===== config.mk =====
export PLATFORM = sky130hd
export DESIGN_NAME = spi_master_flat
export DESIGN_NICKNAME = d
export VERILOG_FILES = /design/src/rtl/spi_pkg.sv /design/src/rtl/spi_if.sv /design/src/rtl/spi_sck_gen.sv /design/src/rtl/spi_master.sv /design/src/flat_wrapper.sv
export SDC_FILE = /design/constraint.sdc
export NUM_CORES = 1
export LEC_CHECK = 0
export BUFFER_PORTS_ARGS = -buffer_cell sky130_fd_sc_hd__buf_2
export CAP_MARGIN = 30
export CORE_AREA = 2 2 92 94
export CTS_CLUSTER_DIAMETER = 100
export DETAILED_ROUTE_END_ITERATION = 7
export DIE_AREA = 0 0 94 96
export PLACE_DENSITY_LB_ADDON = 0.12
export SYNTH_ARGS = -nofsm -noshare
export SYNTH_HDL_FRONTEND = slang
export SYNTH_SLANG_ARGS = --single-unit

===== constraint.sdc =====
create_clock -name clk -period 5.7 [get_ports clk]
set_input_delay 0.57 -clock clk [delete_from_list [all_inputs] [get_ports clk]]
set_output_delay 0.57 -clock clk [all_outputs]
set_load 0.02 [all_outputs]

===== src/rtl/spi_pkg.sv =====
// Shared types and defaults for the SPI master slice.
// Holds the FSM state encoding and default frame geometry.
package spi_pkg;

  typedef enum logic [1:0] {
    IDLE,
    LOW,
    HIGH,
    DONE
  } state_e;

  localparam int DEF_WIDTH   = 32;
  localparam int DEF_CLK_DIV = 4;

endpackage


===== src/rtl/spi_if.sv =====
// Handshake and serial lines between an SPI master and its user/slave.
// master modport is the controller side; slave modport is the peer side.
interface spi_if
  import spi_pkg::*;
#(
  parameter int WIDTH = DEF_WIDTH
);

  logic             start;
  logic [WIDTH-1:0] d;
  logic             sdi;
  logic             sck;
  logic             sdo;
  logic             busy;
  logic             done;
  logic [WIDTH-1:0] q;

  modport master (
    input  start, d, sdi,
    output sck, sdo, busy, done, q
  );

  modport slave (
    output start, d, sdi,
    input  sck, sdo, busy, done, q
  );

endinterface


===== src/rtl/spi_sck_gen.sv =====
// Half-period divider for sck: ticks on the last clk of each half.
// Held at zero while disabled so every half-period starts clean.
module spi_sck_gen #(
  parameter int CLK_DIV = 4
) (
  input  logic clk,
  input  logic reset,
  input  logic en,
  output logic tick
);

  localparam int DW = (CLK_DIV > 1) ? $clog2(CLK_DIV) : 1;
  localparam logic [DW-1:0] LAST = DW'(CLK_DIV - 1);

  logic [DW-1:0] div_q;
  logic [DW-1:0] div_d;

  assign tick = en && (div_q == LAST);

  always_comb begin
    div_d = '0;
    if (en && !tick) begin
      div_d = div_q + DW'(1);
    end
  end

  always_ff @(posedge clk) begin
    if (reset) begin
      div_q <= '0;
    end else begin
      div_q <= div_d;
    end
  end

endmodule


===== src/rtl/spi_master.sv =====
// SPI mode-0 master: WIDTH-bit frames, MSB first, sck idle low.
// FSM and shift registers; half-period timing from spi_sck_gen.
module spi_master
  import spi_pkg::*;
#(
  parameter int WIDTH   = DEF_WIDTH,
  parameter int CLK_DIV = DEF_CLK_DIV
) (
  input logic   clk,
  input logic   reset,
  spi_if.master bus
);

  localparam int CW = $clog2(WIDTH);
  localparam logic [CW-1:0] LAST = CW'(WIDTH - 1);

  state_e           state_q, state_d;
  logic [WIDTH-1:0] tx_q, tx_d;
  logic [WIDTH-1:0] rx_q, rx_d;
  logic [WIDTH-1:0] q_q, q_d;
  logic [CW-1:0]    cnt_q, cnt_d;
  logic             sck_q, sck_d;
  logic             sdo_q, sdo_d;
  logic             busy_q, busy_d;
  logic             done_q, done_d;
  logic             en;
  logic             tick;

  assign en = (state_q == LOW) || (state_q == HIGH);

  spi_sck_gen #(
    .CLK_DIV(CLK_DIV)
  ) u_sck (
    .clk  (clk),
    .reset(reset),
    .en   (en),
    .tick (tick)
  );

  always_comb begin
    state_d = state_q;
    tx_d    = tx_q;
    rx_d    = rx_q;
    q_d     = q_q;
    cnt_d   = cnt_q;
    sck_d   = sck_q;
    sdo_d   = sdo_q;
    busy_d  = busy_q;
    done_d  = 1'b0;
    unique case (state_q)
      IDLE: begin
        if (bus.start) begin
          tx_d    = bus.d;
          sdo_d   = bus.d[WIDTH-1];
          cnt_d   = '0;
          busy_d  = 1'b1;
          state_d = LOW;
        end
      end
      LOW: begin
        if (tick) begin
          sck_d   = 1'b1;
          rx_d    = {rx_q[WIDTH-2:0], bus.sdi};
          state_d = HIGH;
        end
      end
      HIGH: begin
        if (tick) begin
          sck_d = 1'b0;
          if (cnt_q == LAST) begin
            busy_d  = 1'b0;
            state_d = DONE;
          end else begin
            // sdo only ever moves on a falling sck edge
            tx_d    = tx_q << 1;
            sdo_d   = tx_q[WIDTH-2];
            cnt_d   = cnt_q + CW'(1);
            state_d = LOW;
          end
        end
      end
      DONE: begin
        done_d  = 1'b1;
        q_d     = rx_q;
        state_d = IDLE;
      end
    endcase
  end

  always_ff @(posedge clk) begin
    if (reset) begin
      state_q <= IDLE;
      tx_q    <= '0;
      rx_q    <= '0;
      q_q     <= '0;
      cnt_q   <= '0;
      sck_q   <= 1'b0;
      sdo_q   <= 1'b0;
      busy_q  <= 1'b0;
      done_q  <= 1'b0;
    end else begin
      state_q <= state_d;
      tx_q    <= tx_d;
      rx_q    <= rx_d;
      q_q     <= q_d;
      cnt_q   <= cnt_d;
      sck_q   <= sck_d;
      sdo_q   <= sdo_d;
      busy_q  <= busy_d;
      done_q  <= done_d;
    end
  end

  assign bus.sck  = sck_q;
  assign bus.sdo  = sdo_q;
  assign bus.busy = busy_q;
  assign bus.done = done_q;
  assign bus.q    = q_q;

endmodule


===== src/flat_wrapper.sv =====
// flat-port wrapper written by rule: the top's interface ports become plain ports
module spi_master_flat import spi_pkg::*;
#(
  parameter int WIDTH   = DEF_WIDTH,
  parameter int CLK_DIV = DEF_CLK_DIV
)
  (clk, reset, bus_start, bus_d, bus_sdi, bus_sck, bus_sdo, bus_busy, bus_done, bus_q);
  spi_if #(.WIDTH(WIDTH)) bus_i ();
  input logic clk;
  input logic reset;
  input wire logic [$bits(bus_i.start)-1:0] bus_start;
  input wire logic [$bits(bus_i.d)-1:0] bus_d;
  input wire logic [$bits(bus_i.sdi)-1:0] bus_sdi;
  output wire logic [$bits(bus_i.sck)-1:0] bus_sck;
  output wire logic [$bits(bus_i.sdo)-1:0] bus_sdo;
  output wire logic [$bits(bus_i.busy)-1:0] bus_busy;
  output wire logic [$bits(bus_i.done)-1:0] bus_done;
  output wire logic [$bits(bus_i.q)-1:0] bus_q;
  assign bus_i.start = bus_start;
  assign bus_i.d = bus_d;
  assign bus_i.sdi = bus_sdi;
  assign bus_sck = bus_i.sck;
  assign bus_sdo = bus_i.sdo;
  assign bus_busy = bus_i.busy;
  assign bus_done = bus_i.done;
  assign bus_q = bus_i.q;
  spi_master #(.WIDTH(WIDTH), .CLK_DIV(CLK_DIV)) u_core (.clk(clk), .reset(reset), .bus(bus_i));
endmodule

=== Word level (Yosys, flattened, before mapping) ===
Cells that the tools add are included.

* Register bits: 108
* Output and inout bits: 36
* Logic and storage cells: 61

* Add/sub/neg operators: 2
* Equal/unequal tests: 10
* Muxes and demuxes: 25
* Bitwise operators: 1
* Reductions and logical operators: 13

{| class="wikitable"
|+ Operators by type and width
! operator !! count
|-
| 31-bit two-way mux || 3
|-
| 31-bit case mux with 2 select lines || 1
|-
| 5-bit two-way mux || 3
|-
| 2-bit != test (second input constant) || 5
|-
| 5-bit case mux with 2 select lines || 1
|-
| 1-bit two-way mux || 9
|-
| 2-bit two-way mux || 4
|-
| 2-bit case mux with 4 select lines || 1
|-
| 4-bit AND reduction || 2
|-
| 2-bit == test (second input constant) || 3
|-
| 1-bit case mux with 2 select lines || 3
|-
| 3-bit AND reduction || 2
|-
| 5-bit by 1-bit adder with 5-bit output (second input constant) || 1
|-
| 5-bit == test (second input constant) || 1
|-
| 2-bit nonzero test || 2
|-
| 2-bit by 1-bit adder with 2-bit output (second input constant) || 1
|-
| 2-bit by 1-bit == test with 1-bit output (second input constant) || 1
|-
| 1-bit logical AND || 2
|-
| 2-bit logical NOT || 1
|-
| 2-bit AND reduction || 1
|-
| 2-bit OR reduction || 1
|-
| 1-bit logical NOT || 1
|-
| 1-bit logical OR || 1
|-
| 1-bit inverter || 1
|}

=== Logic depth before layout (Yosys ltp) ===
Gate-level depths: netlist (run 1).

* Depth after elaboration: 7
* Depth in mapped cells: 8

=== Modules after synthesis ===
From an unflattened synthesis (run 1), not the netlist that was laid out.

* Cell total of the unflattened synthesis: 451
* Area, all modules: 4275.4 um^2

{| class="wikitable"
|+ By module, submodules not included
! module !! instances !! cells each !! area each (um^2) !! sequential area each (um^2)
|-
| spi_master || 1 || 445 || 4189.0 || 2122.0
|-
| spi_sck_gen || 1 || 6 || 86.3 || 40.0
|}

=== Worst setup path after synthesis (run 1) ===
OpenSTA, ideal clock, no wires.

* Kind: reg2reg
* Start point: reg u_core.cnt_q[0]
* End point: reg u_core.sdo_q, in the netlist u_core.bus.sdo
* Setup time: 0.121 ns
* Data arrival time: 1.886 ns
* Slack: 3.693 ns
* Cell stages (with the launch flop): 8
* Buffers on the path: 1
* Path through: dfxtp_1 -> ha_1 -> and3_1 -> ha_1 -> nand3b_1 -> a211o_1 -> buf_6 -> mux2_4

* Word-level cells in the longest chain between the ends: 3

{| class="wikitable"
|+ Ends and longest elaborated chain
! what !! line !! text
|-
| start, declared || spi_master.sv:21 || <nowiki>logic [CW-1:0] cnt_q, cnt_d;</nowiki>
|-
| start signal, assigned || spi_master.sv:106 || <nowiki>cnt_q <= cnt_d;</nowiki>
|-
| 5-bit == test || spi_master.sv:70 || <nowiki>if (cnt_q == LAST) begin</nowiki>
|-
| 2-bit != test (no source line) || - ||
|-
| 4-bit AND reduction (no source line) || - ||
|-
| end signal, assigned || spi_master.sv:108 || <nowiki>sdo_q <= sdo_d;</nowiki>
|-
| end, declared || spi_master.sv:23 || <nowiki>logic sdo_q, sdo_d;</nowiki>
|}

No other way between the ends.
A chain may end at the register's enable or synchronous reset.

=== Final worst setup path (run 1) ===
* Start point: reg u_core.cnt_q[0]
* End point: reg u_core.tx_q[15]

* Word-level cells in the longest chain between the ends: 3

{| class="wikitable"
|+ Ends and longest elaborated chain
! what !! line !! text
|-
| 5-bit == test || spi_master.sv:70 ||
|-
| 2-bit != test (no source line) || - ||
|-
| 4-bit AND reduction (no source line) || - ||
|-
| end signal, assigned || spi_master.sv:103 || <nowiki>tx_q <= tx_d;</nowiki>
|-
| end, declared || spi_master.sv:18 || <nowiki>logic [WIDTH-1:0] tx_q, tx_d;</nowiki>
|}

No other way between the ends.

==> results of run 1 <==
logic make-up after synthesis:
kind of cell	count (synthesis)
flip-flops	108
buffers and inverters	40
AND/OR/NAND/NOR	189
AO/OA/AOI/OAI	48
adder cells (fa/ha/maj)	8
multiplexers	95
layout by cell type (no fill, tap or decap), types with 4 or more instances in the layout:
cell      count
clkbuf_8     10
inv_1         5
a21oi_1      35
mux2_4       30
nor2b_1      33
dfxtp_1     108
ha_1          6
buf_4         4
buf_2        70
nand2_1      65
nor2_1       68
mux2i_1      63
nand2b_1      7
worst paths after layout:
check	cells after the start	slack [ns]	end	startpoint
setup / recovery	6	3.25	u_core.tx_q[15]	u_core.cnt_q[0]
hold / removal	3	0.44	u_core.rx_q[0]	bus_sdi
setup reg to reg	6	3.25	u_core.tx_q[15]	u_core.cnt_q[0]
hold reg to reg	1	0.45	u_core.u_sck.div_q[0]	u_core.u_sck.div_q[0]
routing by layer:
metal / up-vias / track usage / wire, um
met2: 50 / 0.331 / 3970
met1: 1565 / 0.222 / 3910
met5: - / 0 / 0
li1: 1732 / - / -
met3: 7 / 0.0423 / 286
met4: 0 / 0.0616 / 88
power breakdown:
| group | switching (W) | internal [W] |
|---|---|---|
| Clock | 0.000260 | 0.000174 |
| Sequential | 0.0000580 | 0.000864 |
| Combinational | 0.000289 | 0.000341 |
worst max-delay path, delay by kind of cell, from the launching register on:
kind | cells | cell delay [ns]
mux | 1 | 0.43
compound gates | 1 | 0.72
flops | 1 | 0.35
fa+ha+maj | 2 | 0.43
simple gates | 2 | 0.40
through the flow:
step	instance area [um2]	utilization	std cells	worst slack [ns]	hold WS [ns]
after CTS	5260	0.653	649	3.25	0.420
after floorplan	4690	-	488	3.69	0.407
final	5280	0.655	650	3.25	0.436
after global routing	5280	0.655	650	3.15	0.445
after detailed placement	5070	0.630	633	3.28	0.428
after global placement	5050	0.627	632	3.33	0.417
layout make-up:
cell class              count  area [um2]  area share
multi-input cells         340        2350       0.446
flip-flops and latches    108        2160       0.410
repair buffers             76         428      0.0811
clock buffers              10         138      0.0261
well taps                 105         131      0.0249
clock inverters             6        46.3     0.00877
inverters                   5        18.8     0.00356
state kept, by name, indices dropped and copies added (netlist names), 2 cells and up:
register,flops
u_core.rx_q,32
u_core.tx_q,31
u_core.state_q,2
u_core.u_sck.div_q,2
u_core.bus.q,32
u_core.cnt_q,5
==> results by group, run 1 <==
Detailed routing
  • Iter 0 DRT Violations: 79
  • Vias after detailed routing: 3354
  • DRT Pass-1 Iters: 4
  • Drc violations: 0
  • Wirelength, routed: 8250 um
  • Post-route ant nets: 0
  • WL/cell: 12.7 um
  • DR vias/cell: 5.16

Logic synthesis
  • Synth Area in Simple Gates: 0.183
  • Yosys reg bits: 108
  • Yosys warns: 0
  • Syn Area/Cell: 9.61 um2
  • Mux cell area share after synthesis: 0.235
  • Adder-Cell Fraction of Synth Area: 0.0213
  • Post-Synthesis Cells: 488
  • Synth Area in Compound Gates: 0.0603
  • Post-synth cell types: 38
  • Synth Flop Type: dfxtp_1
  • EDFF count, synth: 0
  • Most frequent cell after synthesis: dfxtp_1
  • FFs w/ async S/R, synth: 0
  • Syn Std Cell Area: 4690 um2
  • Synth area leaders: dfxtp_1, mux2i_1, mux2_4
  • Syn nets: 532
  • Register area share after synthesis: 0.461
  • Synth Area in XOR/XNOR: 0
  • Share of the synthesized area in the top cell type: 0.461
  • Synth cell count leaders: dfxtp_1, nor2_1, nand2_1, mux2i_1, a21oi_1
  • Post-synth top area cell: dfxtp_1
  • Largest family of logic cells by synthesized area: multiplexers

Final layout
  • Share of layout cells above drive strength 1: 0.237
  • Area growth, synth to finish: 12.5%
  • Diode count: 0
  • FILL cells: 731
  • Fin nets: 584

Clock tree
  • CTS Buf Count: 9
  • CTS sink count: 108
  • CTS resizes: 0
  • Setup bufs post-CTS: 0
  • Skew-Pair Late Insertion Delay: 0.37 ns
  • Bufs on Longest Clock Path: 2
  • H-tree level count: 3
  • CTS tree: done
  • Root Driver: clkbuf_8
  • Hold_buf cts: 0
  • CTS clk-pin slew, worst paths: 0.10 ns

GRT
  • Antenna violations before repair: 0
  • Number of global-route vias before repair: 3105
  • Global route total overflow: 0
  • Largest net degree at the start of global routing: 85
  • First-pass GRT wire length: 13600 um
  • All-Layer GR Usage: 0.186

Min path
  • Hold Path Class: in2reg

Setup path
  • CP peak stage delay: 0.72 ns
  • Slowest-stage cell, CP: a211o_2
  • Worst-path cell chain: ha_1 > and3_1 > ha_1 > nand3b_1 > a211o_2 > mux2_4
  • Critical Path RT: 5.95 ns
  • Setup CP Type: reg2reg
  • CP Max Fanout: 30
  • Most frequent CP cell: ha_1
  • CP Launch Type: flop
  • WP data arrival: 2.70 ns
  • Worst setup EP type: flop

Pwr
  • Pleak: 2.11 nW
  • Pwr Density: 376 nW/um2
  • Final Total Pwr: 0.00199 W
  • Peak supply drop: 0.218 mV

Floorplanning
  • Starting density of the core: 0.583
  • CORE AREA: 8050 um2
  • Die Width: 94 um
  • Die H: 96 um
  • Die area: 9020 um2
  • Rows: 33
  • Num ports: 72

Place
  • Port bufs: 71
  • Post-DP HPWL: 5360 um
  • Final RePlAce weighted congestion: 0.763

Timing
  • Setup TNS Final: 0 ns
  • Achievable Freq: 0.408 GHz
  • Ratio of final minimum period to clock period: 0.430
  • Slew @ Worst Pin: 0.951 ns
  • Setup violations, final: 0
  • Slew Limit Fails: 0
  • Final min period: 2.45 ns
  • Unrepaired setup endpoints after global routing: no
  • Final hold violation count: 0
  • Slew margin rel.: 0.366
  • Setup Skew: 0.00981 ns

Run
  • # Max-Cap Violations: 0

Outcome
  • Status: completed
No activity file was read; power rests on OpenSTA's default activity.
==> inputs of run 2 (changes only) <==
--- a/config.mk
+++ b/config.mk
@@ -7,10 +7,10 @@
 export LEC_CHECK = 0
 export BUFFER_PORTS_ARGS = -buffer_cell sky130_fd_sc_hd__buf_2
 export CAP_MARGIN = 30
-export CORE_AREA = 2 2 92 94
+export CORE_AREA = 2 2 95 97
 export CTS_CLUSTER_DIAMETER = 100
 export DETAILED_ROUTE_END_ITERATION = 7
-export DIE_AREA = 0 0 94 96
+export DIE_AREA = 0 0 97 99
 export PLACE_DENSITY_LB_ADDON = 0.12
 export SYNTH_ARGS = -nofsm -noshare
 export SYNTH_HDL_FRONTEND = slang
==> constraint.sdc (replaced) <==
create_clock -name clk -period 2.3 [get_ports clk]
set_input_delay 0.23 -clock clk [delete_from_list [all_inputs] [get_ports clk]]
set_output_delay 0.23 -clock clk [all_outputs]
set_load 0.02 [all_outputs]
==> run 2 against run 1 <==
  * Cell count grew 0.92%
  * Utilization fell by 3.3 points
  * Critical path depth grew 1
  * Non-clock buffer count up 3
  * Sequential share of layout area shrank 0.33 points
  * Routed wire length is 0.11% lower
  * Critical path type unchanged
  * Largest cell class unchanged
  * Highest routed layer unchanged
==> results by group, run 2 (synthesized netlist as in run 1, its figures left out) <==
Min path
  • Hold Startpoint: bus_sdi (unchanged)
  • Hold Path Class: in2reg (unchanged)
  • Hold depth: 3 (unchanged)
  • WHS Endpoint: u_core.rx_q[0] (unchanged)

Place
  • Final RePlAce weighted congestion: 0.758 (was 0.763)
  • Port bufs: 71 (unchanged)
  • Post-DP HPWL: 5380 um (was 5360 um)

Setup path
  • Slowest-stage cell, CP: a211o_2 (unchanged)
  • Worst setup EP type: flop (unchanged)
  • FF-to-FF End: u_core.tx_q[7] (was u_core.tx_q[15])
  • CP Launch Type: flop (unchanged)
  • CP peak stage delay: 0.38 ns (was 0.72 ns)
  • CP Max Fanout: 30 (unchanged)
  • Reg2reg start: u_core.cnt_q[0] (unchanged)
  • Critical Path RT: 2.56 ns (was 5.95 ns)
  • WP data arrival: 2.44 ns (was 2.70 ns)
  • R2R cell count: 7 (was 6)
  • Worst-path cell chain: ha_1 > and3_1 > ha_1 > nand3b_1 > a211o_2 > buf_12 > mux2_4 (was ha_1 > and3_1 > ha_1 > nand3b_1 > a211o_2 > mux2_4)
  • Reg2reg setup slack: 0.12 ns (was 3.25 ns)
  • Setup CP Type: reg2reg (unchanged)
  • Most frequent CP cell: ha_1 (unchanged)

GRT
  • Antenna violations before repair: 0 (unchanged)
  • Largest net degree at the start of global routing: 96 (was 85)
  • All-Layer GR Usage: 0.174 (was 0.186)
  • First-pass GRT wire length: 13900 um (was 13600 um)
  • Number of global-route vias before repair: 3063 (was 3105)
  • Global route total overflow: 0 (unchanged)

Timing
  • Setup violations, final: 0 (unchanged)
  • Final min period: 2.18 ns (was 2.45 ns)
  • Setup TNS Final: 0 ns (unchanged)
  • Achievable Freq: 0.459 GHz (was 0.408 GHz)
  • Slew margin rel.: 0.416 (was 0.366)
  • Ratio of final minimum period to clock period: 0.948 (was 0.430)
  • Slew Limit Fails: 0 (unchanged)
  • Final hold violation count: 0 (unchanged)
  • Slew @ Worst Pin: 0.877 ns (was 0.951 ns)
  • Unrepaired setup endpoints after global routing: no (unchanged)
  • Setup Skew: 0.0120 ns (was 0.00981 ns)

Clock tree
  • CTS resizes: 0 (unchanged)
  • CTS tree: done (unchanged)
  • Bufs on Longest Clock Path: 2 (unchanged)
  • CTS sink count: 108 (unchanged)
  • H-tree level count: 3 (unchanged)
  • Setup bufs post-CTS: 0 (unchanged)
  • CTS clk-pin slew, worst paths: 0.10 ns (about the same)
  • CTS Buf Count: 9 (unchanged)
  • Root Driver: clkbuf_8 (unchanged)
  • Skew-Pair Late Insertion Delay: 0.37 ns (about the same)
  • Hold_buf cts: 0 (unchanged)

Final layout
  • Diode count: 0 (unchanged)
  • Fin util: 0.622 (was 0.655)
  • Share of layout cells above drive strength 1: 0.239 (was 0.237)
  • Area growth, synth to finish: 13.4% (was 12.5%)
  • FILL cells: 768 (was 731)
  • Commonest cells after routing, fill and taps aside: dfxtp_1, buf_2, nor2_1 (unchanged)
  • Most common cell after layout, fill and taps aside: dfxtp_1 (unchanged)
  • Fin nets: 587 (was 584)

Detailed routing
  • Post-route ant nets: 0 (unchanged)
  • DR vias/cell: 5.13 (was 5.16)
  • Iter 0 DRT Violations: 86 (was 79)
  • WL/cell: 12.6 um (was 12.7 um)
  • Drc violations: 0 (unchanged)
  • DRT Pass-1 Iters: 4 (unchanged)
  • Vias after detailed routing: 3367 (was 3354)
  • Wirelength, routed: 8250 um (about the same)

Pwr
  • Peak supply drop: 0.524 mV (was 0.218 mV)
  • Pleak: 2.13 nW (was 2.11 nW)
  • Pwr Density: 942 nW/um2 (was 376 nW/um2)

Floorplanning
  • Die Width: 97 um (was 94 um)
  • Num ports: 72 (unchanged)
  • CORE AREA: 8550 um2 (was 8050 um2)
  • Starting density of the core: 0.549 (was 0.583)
  • Die area: 9600 um2 (was 9020 um2)
  • Rows: 34 (was 33)
  • Die H: 99 um (was 96 um)

Outcome
  • Status: completed (unchanged)

Run
  • # Max-Cap Violations: 0 (unchanged)
-- run 2: cell count changes in the layout (fill, tap and decap cells not counted), sizes merged --
cell    delta
clkinv     -1
inv        +1
buf        +3
-- run 2: worst max-delay path, delay by kind of cell (launching register included) --
| kind | cells | cell delay, ns |
|---|---|---|
| adder cells (fa/ha/maj) | 2 | 0.42 |
| AND/OR/NAND/NOR | 2 | 0.39 |
| AO/OA/AOI/OAI | 1 | 0.38 |
| flip-flops | 1 | 0.35 |
| multiplexers | 1 | 0.32 |
| buffers and inverters | 1 | 0.19 |
-- run 2: where the power goes --
group          internal [W]  switching (W)  leakage (nW)
logic              0.000913       0.000741          1.17
registers           0.00214       0.000145         0.876
clock network      0.000415       0.000656        0.0869
total               0.00347        0.00154          2.13
-- run 2: worst max-delay path by stage --
| stage | startpoint | endpoint | slack [ns] | depth (start not counted) |
|---|---|---|---|---|
| finish | u_core.cnt_q[0] | u_core.tx_q[7] | 0.12 | 7 |
| global route | u_core.cnt_q[0] | u_core.tx_q[13] | 0.04 | 7 |
| CTS | u_core.cnt_q[0] | u_core.tx_q[7] | 0.13 | 7 |
| detailed placement | u_core.cnt_q[0] | u_core.tx_q[26] | 0.14 | 7 |
| global placement | u_core.cnt_q[0] | u_core.tx_q[25] | 0.19 | 7 |
| floorplan | u_core.cnt_q[0] | u_core.bus.sdo | 0.29 | 7 |
-- run 2: through the flow --
| step | hold WS [ns] | std cells | power [W] | cell area [um2] | setup slack (ns) |
|---|---|---|---|---|---|
| 5_1_grt | 0.122 | 656 | 0.00531 | 5320 | 0.0430 |
| 6_report | 0.102 | 656 | 0.00501 | 5320 | 0.121 |
| 2_1_floorplan | 0.366 | 488 | 0.00369 | 4690 | 0.293 |
| 3_3_place_gp | 0.419 | 640 | 0.00395 | 5140 | 0.187 |
| 3_5_place_dp | 0.454 | 640 | 0.00399 | 5140 | 0.142 |
| 4_1_cts | 0.0857 | 656 | 0.00508 | 5320 | 0.130 |
-- run 2: area by class of cell --
type	count	area [um2]	area share
clock buffer	10	128	0.0240
inverter	5	18.8	0.00353
multi-input combinational	340	2350	0.442
timing repair buffer	79	468	0.0880
tap	108	135	0.0254
sequential	108	2160	0.406
clock inverter	6	55.1	0.0103
-- run 2: metal layers --
metal | vias up | global-route usage | share of wire
met5 | - | 0 | 0
met4 | 0 | 0.0748 | 0.017
met3 | 11 | 0.0333 | 0.034
met2 | 55 | 0.290 | 0.47
met1 | 1567 | 0.221 | 0.48
li1 | 1734 | - | -
